**src/rtl/if_fetch_unit.sv**
```systemverilog
// Instruction-fetch stage: owns the PC, fetches over a request/response handshake,
// holds the fetched word for the decoder and steers the next PC on retirement.
module if_fetch_unit #(
  parameter logic [31:0] RESET_PC = 32'h0000_0000
) (
  input  logic        clk,
  input  logic        rst_n,
  output logic        imem_req,
  output logic [31:0] imem_addr,
  input  logic        imem_ready,
  input  logic        imem_rvalid,
  input  logic [31:0] imem_rdata,
  output logic [31:0] instr,
  output logic [6:0]  op,
  output logic [2:0]  funct3,
  output logic [31:0] instr_pc,
  output logic        instr_valid,
  input  logic        advance,
  input  logic        pcsrc,
  input  logic        jalr,
  input  logic [31:0] imm,
  input  logic [31:0] rs1_val,
  output logic        misalign_err
);

  localparam int unsigned XLEN = 32;
  localparam logic [XLEN-1:0] NOP_INSTR = 32'h0000_0013;
  localparam logic [XLEN-1:0] PC_STEP   = 32'h0000_0004;
  localparam logic [XLEN-1:0] JALR_MASK = 32'hFFFF_FFFE;

  typedef enum logic [2:0] {
    IDLE = 3'd0,
    REQ  = 3'd1,
    WAIT = 3'd2,
    HOLD = 3'd3,
    HALT = 3'd4
  } state_t;

  state_t          state, state_nxt;
  logic [XLEN-1:0] pc, pc_nxt;
  logic [XLEN-1:0] instr_nxt, instr_pc_nxt;
  logic [XLEN-1:0] target;
  logic            valid_nxt, err_nxt, req_nxt;

  // Next-PC candidate; jalr takes priority over pcsrc, and JALR drops bit 0.
  always_comb begin
    target = pc + PC_STEP;
    if (jalr) begin
      target = (rs1_val + imm) & JALR_MASK;
    end else if (pcsrc) begin
      target = pc + imm;
    end
  end

  // Next-state and register-input logic.
  always_comb begin
    state_nxt    = state;
    pc_nxt       = pc;
    instr_nxt    = instr;
    instr_pc_nxt = instr_pc;
    valid_nxt    = instr_valid;
    err_nxt      = misalign_err;
    unique case (state)
      IDLE: state_nxt = REQ;
      REQ: begin
        if (imem_ready) state_nxt = WAIT;
      end
      WAIT: begin
        if (imem_rvalid) begin
          instr_nxt    = imem_rdata;
          instr_pc_nxt = pc;
          valid_nxt    = 1'b1;
          state_nxt    = HOLD;
        end
      end
      HOLD: begin
        if (advance) begin
          valid_nxt = 1'b0;
          if (target[1]) begin
            err_nxt   = 1'b1;
            state_nxt = HALT;
          end else begin
            pc_nxt    = target;
            state_nxt = REQ;
          end
        end
      end
      HALT: valid_nxt = 1'b0;
      default: state_nxt = IDLE;
    endcase
    req_nxt = (state_nxt == REQ);
  end

  // State and datapath registers.
  always_ff @(posedge clk or negedge rst_n) begin
    if (!rst_n) begin
      state        <= IDLE;
      pc           <= RESET_PC;
      instr        <= NOP_INSTR;
      instr_pc     <= RESET_PC;
      instr_valid  <= 1'b0;
      misalign_err <= 1'b0;
      imem_req     <= 1'b0;
    end else begin
      state        <= state_nxt;
      pc           <= pc_nxt;
      instr        <= instr_nxt;
      instr_pc     <= instr_pc_nxt;
      instr_valid  <= valid_nxt;
      misalign_err <= err_nxt;
      imem_req     <= req_nxt;
    end
  end

  assign imem_addr = pc;
  assign op        = instr[6:0];
  assign funct3    = instr[14:12];

endmodule

```
**config.mk**
```make
export PLATFORM = sky130hd
export DESIGN_NAME = if_fetch_unit
export DESIGN_NICKNAME = d
export VERILOG_FILES = /design/src/rtl/if_fetch_unit.sv
export SDC_FILE = /design/constraint.sdc
export NUM_CORES = 1
export LEC_CHECK = 0
export ABC_AREA = 1
export CORE_ASPECT_RATIO = 0.9
export CORE_MARGIN = 2
export CORE_UTILIZATION = 40
export CTS_CLUSTER_DIAMETER = 120
export CTS_CLUSTER_SIZE = 10
export DETAILED_ROUTE_END_ITERATION = 6
export MAX_ROUTING_LAYER = met4
export PLACE_DENSITY = 0.76
export SYNTH_ARGS = -nofsm -noshare
export SYNTH_HDL_FRONTEND = slang
export SYNTH_SLANG_ARGS = --single-unit
```
**constraint.sdc**
```tcl
create_clock -name clk -period 1.6 [get_ports clk]
set_input_delay 0.16 -clock clk [delete_from_list [all_inputs] [get_ports clk]]
set_output_delay 0.16 -clock clk [all_outputs]
set_load 0.03 [all_outputs]
```
==> impl_metrics.sql <==
INSERT INTO impl_metrics (metric_group, metric, value, unit) VALUES
('grt', 'grt-ovfl-total', '0', ''),
('place', 'placed_cells_incl_taps', '2253', ''),
('power', 'sw_frac_of_total', '50.5', '%'),
('worst_setup_path', 'slowest_stage', 'dfrtp_2', ''),
('synth', 'synth_top_cell_by_area', 'dfrtp_1', ''),
('worst_setup_path', 'critical_path.cell_chain', 'ha_4 > nand2_4 > inv_1 > nand2_2 > nand2_1 > nand2_4 > nand3_4 > a21oi_2 > o21ai_1 > o211ai_1 > nand3_1 > o21ai_1', ''),
('timing', 'timing.final.hold_violations', '0', ''),
('synth', 'synth-main-ff-cell', 'dfrtp_1', ''),
('worst_setup_path', 'startpoint_type', 'flip-flop', ''),
('place', 'portBuffers', '209', ''),
('synth', 'asr_flop_ratio_synth', '100', '%'),
('grt', 'grt_pass1_vias', '11600', ''),
('clock_tree', 'number_of_sinks_on_the_clock_net', '100', ''),
('timing', 'hold_slack', '0.318', 'ns'),
('worst_setup_path', 'worst_r2r_path_depth', '12', ''),
('timing', 'final.setup_skew', '0.0164', 'ns'),
('finish', 'ratio_of_cells_with_drive_above_1_in_the_final_layout', '38.1', '%'),
('power', 'p_per_area', '1700', 'nW/µm²'),
('grt', 'largest_net_degree_at_the_start_of_global_routing', '67', ''),
('clock_tree', 'numCtsBuffers', '9', ''),
('worst_hold_path', 'timing.hold.worst.class', 'in2async', ''),
('timing', 'rsz0062_at_grt', 'true', ''),
('finish', 'syn2layout_area_growth', '70.3', '%'),
('place', 'place.gp.congestion', '0.960', ''),
('route', 'vias_per_cell', '5.28', ''),
('place', 'place.detailed.hpwl', '32400', 'µm'),
('synth', 'netlist_area', '9680', 'µm²'),
('worst_setup_path', 'max_stage_delay', '0.47', 'ns'),
('finish', 'fin_cells', '2306', ''),
('power', 'power.combinational.fraction', '74.5', '%'),
('synth', 'ys_ff_latch', '100', ''),
('outcome', 'violations', 'negative setup slack', ''),
('timing', 'max-slew-margin-rel', '64.3', '%'),
('synth', 'synth.top_cell.area_share', '25.1', '%'),
('synth', 'seq_area_frac_synth', '25.9', '%'),
('worst_setup_path', 'worst-path-max-fanout', '4', ''),
('clock_tree', 'root_buffer', 'clkbuf_16', ''),
('power', 'internal-power', '13.9', 'mW'),
('place', 'placed_area', '14500', 'µm²'),
('worst_setup_path', 'setup_crit_end_kind', 'flip-flop', ''),
('timing', 'worst_pin_slew', '0.536', 'ns'),
('synth', 'synthTopCellsByArea', 'dfrtp_1, nand2_1, inv_1', ''),
('timing', 'final_number_of_setup_violating_endpoints', '33', ''),
('route', 'first_pass_iters', '7', ''),
('synth', 'ys_warns', '0', ''),
('floorplan', 'die_width', '168', 'µm'),
('timing', 'worst_slack', '-0.349', 'ns'),
('synth', 'synth_edf_count', '0', ''),
('worst_setup_path', 'setup.worst_path.class', 'reg2reg', ''),
('synth', 'yosysUniqueCellTypes', '45', ''),
('finish', 'utilization', '70.0', '%'),
('clock_tree', 'clock_tree_from_tritoncts', 'done', ''),
('place', 'post_placement_worst_setup_slack', '-0.841', 'ns'),
('synth', 'commonest_cells_in_the_netlist', 'nand2_1, inv_1, nor2_1', ''),
('power', 'clock_power_share', '7.9', '%'),
('grt', 'grt_first_pass_wirelength', '61400', 'µm'),
('floorplan', 'initial_core_util', '41.1', '%'),
('power', 'power.net_switching', '14.1', 'mW'),
('floorplan', 'io_pins', '212', ''),
('floorplan', 'die-area', '25500', 'µm²'),
('power', 'p_leak', '8.26', 'nW'),
('timing', 'timing.final.crit_share', '122', '%'),
('power', 'peak_supply_drop', '0.672', 'mV'),
('route', 'routedWlPerCell', '18.0', 'µm'),
('clock_tree', 'insertion_delay_to_the_later_sink_of_the_worst_skew_pair', '0.36', 'ns'),
('outcome', 'status', 'finished, violations left', ''),
('route', 'vias', '12200', ''),
('finish', 'final_net_count', '2165', ''),
('power', 'seqPwrFrac', '17.6', '%'),
('worst_setup_path', 'required_time_at_the_endpoint_of_the_critical_path', '1.88', 'ns'),
('route', 'drt_wl_total', '41400', 'µm');
critical path: cells and delay by family (launching register included):
| kind | cells | cell delay, ns |
|---|---|---|
| AO/OA/AOI/OAI | 4 | 0.42 |
| AND/OR/NAND/NOR | 6 | 0.63 |
| adder cells (fa/ha/maj) | 1 | 0.29 |
| flip-flops | 1 | 0.47 |
| buffers and inverters | 1 | 0.06 |
area by class of cell:
cell class | count | area, µm²
clock buffers | 9 | 225
clock inverters | 7 | 67.6
fillers | 1936 | 7060
inverters | 230 | 881
multi-input cells | 1165 | 7990
flip-flops and latches | 100 | 2540
well taps | 302 | 378
repair buffers | 493 | 4400
cells in the final DEF (no fill, tap or decap), types with 30 or more instances in the layout:
master / count
clkdlybuf4s50_1: 124
a21oi_2: 41
inv_2: 31
nand2_2: 92
nand3_2: 30
nor2_1: 99
o21ai_0: 41
ha_4: 53
nand2_1: 417
mux2_2: 38
inv_1: 193
dfrtp_1: 68
nand3_1: 80
a21oi_1: 38
buf_4: 260
dlygate4sd2_1: 55
cells by family (layout without fill, tap and decap cells):
logic type / Yosys count / after routing / share of synthesized area (%)
adder cells (fa/ha/maj): 63 / 63 / 8.22
AND/OR/NAND/NOR: 848 / 848 / 37.1
flip-flops: 100 / 100 / 25.9
XOR/XNOR: 23 / 23 / 2.08
multiplexers: 38 / 38 / 4.42
other: 1 / 2 / 0.0387
buffers and inverters: 270 / 739 / 11.4
AO/OA/AOI/OAI: 191 / 191 / 10.9
power by group through the flow:
| stage | Clock (mW) | Sequential [mW] | Combinational, mW |
|---|---|---|---|
| 2_1_floorplan | 0 | 7.30 | 7.73 |
| 3_3_place_gp | 0 | 4.88 | 17.8 |
| 3_5_place_dp | 0 | 4.94 | 18.0 |
| 4_1_cts | 2.23 | 4.89 | 19.4 |
| 5_1_grt | 2.34 | 5.05 | 22.2 |
| 6_report | 2.20 | 4.93 | 20.9 |
worst paths after layout:
kind	slack, ns	start	to
min in group clk	0.42	imem_rdata[16]	instr[16]
setup reg to reg	-0.35	imem_addr[6]	imem_addr[11]
hold / removal	0.32	rst_n	instr[26]
max in group asynchronous	0.59	rst_n	instr[3]
hold reg to reg	0.49	instr_pc[9]	instr_pc[9]
setup / recovery	-0.35	imem_addr[6]	imem_addr[11]
sequential cells by signal (all words and copies together), names as in the netlist:
name / cells
imem_addr: 31
imem_req: 1
instr: 32
instr_pc: 31
instr_valid: 1
misalign_err: 1
state: 3
timing repair:
action,4_1_cts,5_1_grt
hold endpoints to repair,32,0
setup endpoints to repair,70,46
pin swaps,81,79
resized for setup,289,151
hold buffers,1,0
cloned,0,1
buffers inserted,25,11
metal layers:
| layer | wire [µm] | share of wire [%] | GRT usage (%) | vias up |
|---|---|---|---|---|
| li1 | - | - | - | 5830 |
| met1 | 17600 | 42 | 41.2 | 5676 |
| met2 | 19400 | 47 | 53.7 | 578 |
| met3 | 3300 | 8.0 | 3.58 | 98 |
| met4 | 1170 | 2.8 | 9.22 | 0 |
| met5 | 0 | 0 | - | - |
per-stage QoR:
| stage | TNS [ns] | total power, mW |
|---|---|---|
| finish | -8.81 | 28.0 |
| global route | -11.14 | 29.6 |
| floorplan | -4.04 | 15.0 |
| detailed placement | -24.98 | 23.0 |
| global placement | -24.10 | 22.7 |
| CTS | -7.11 | 26.5 |
Power figures use the tool's default switching activity.
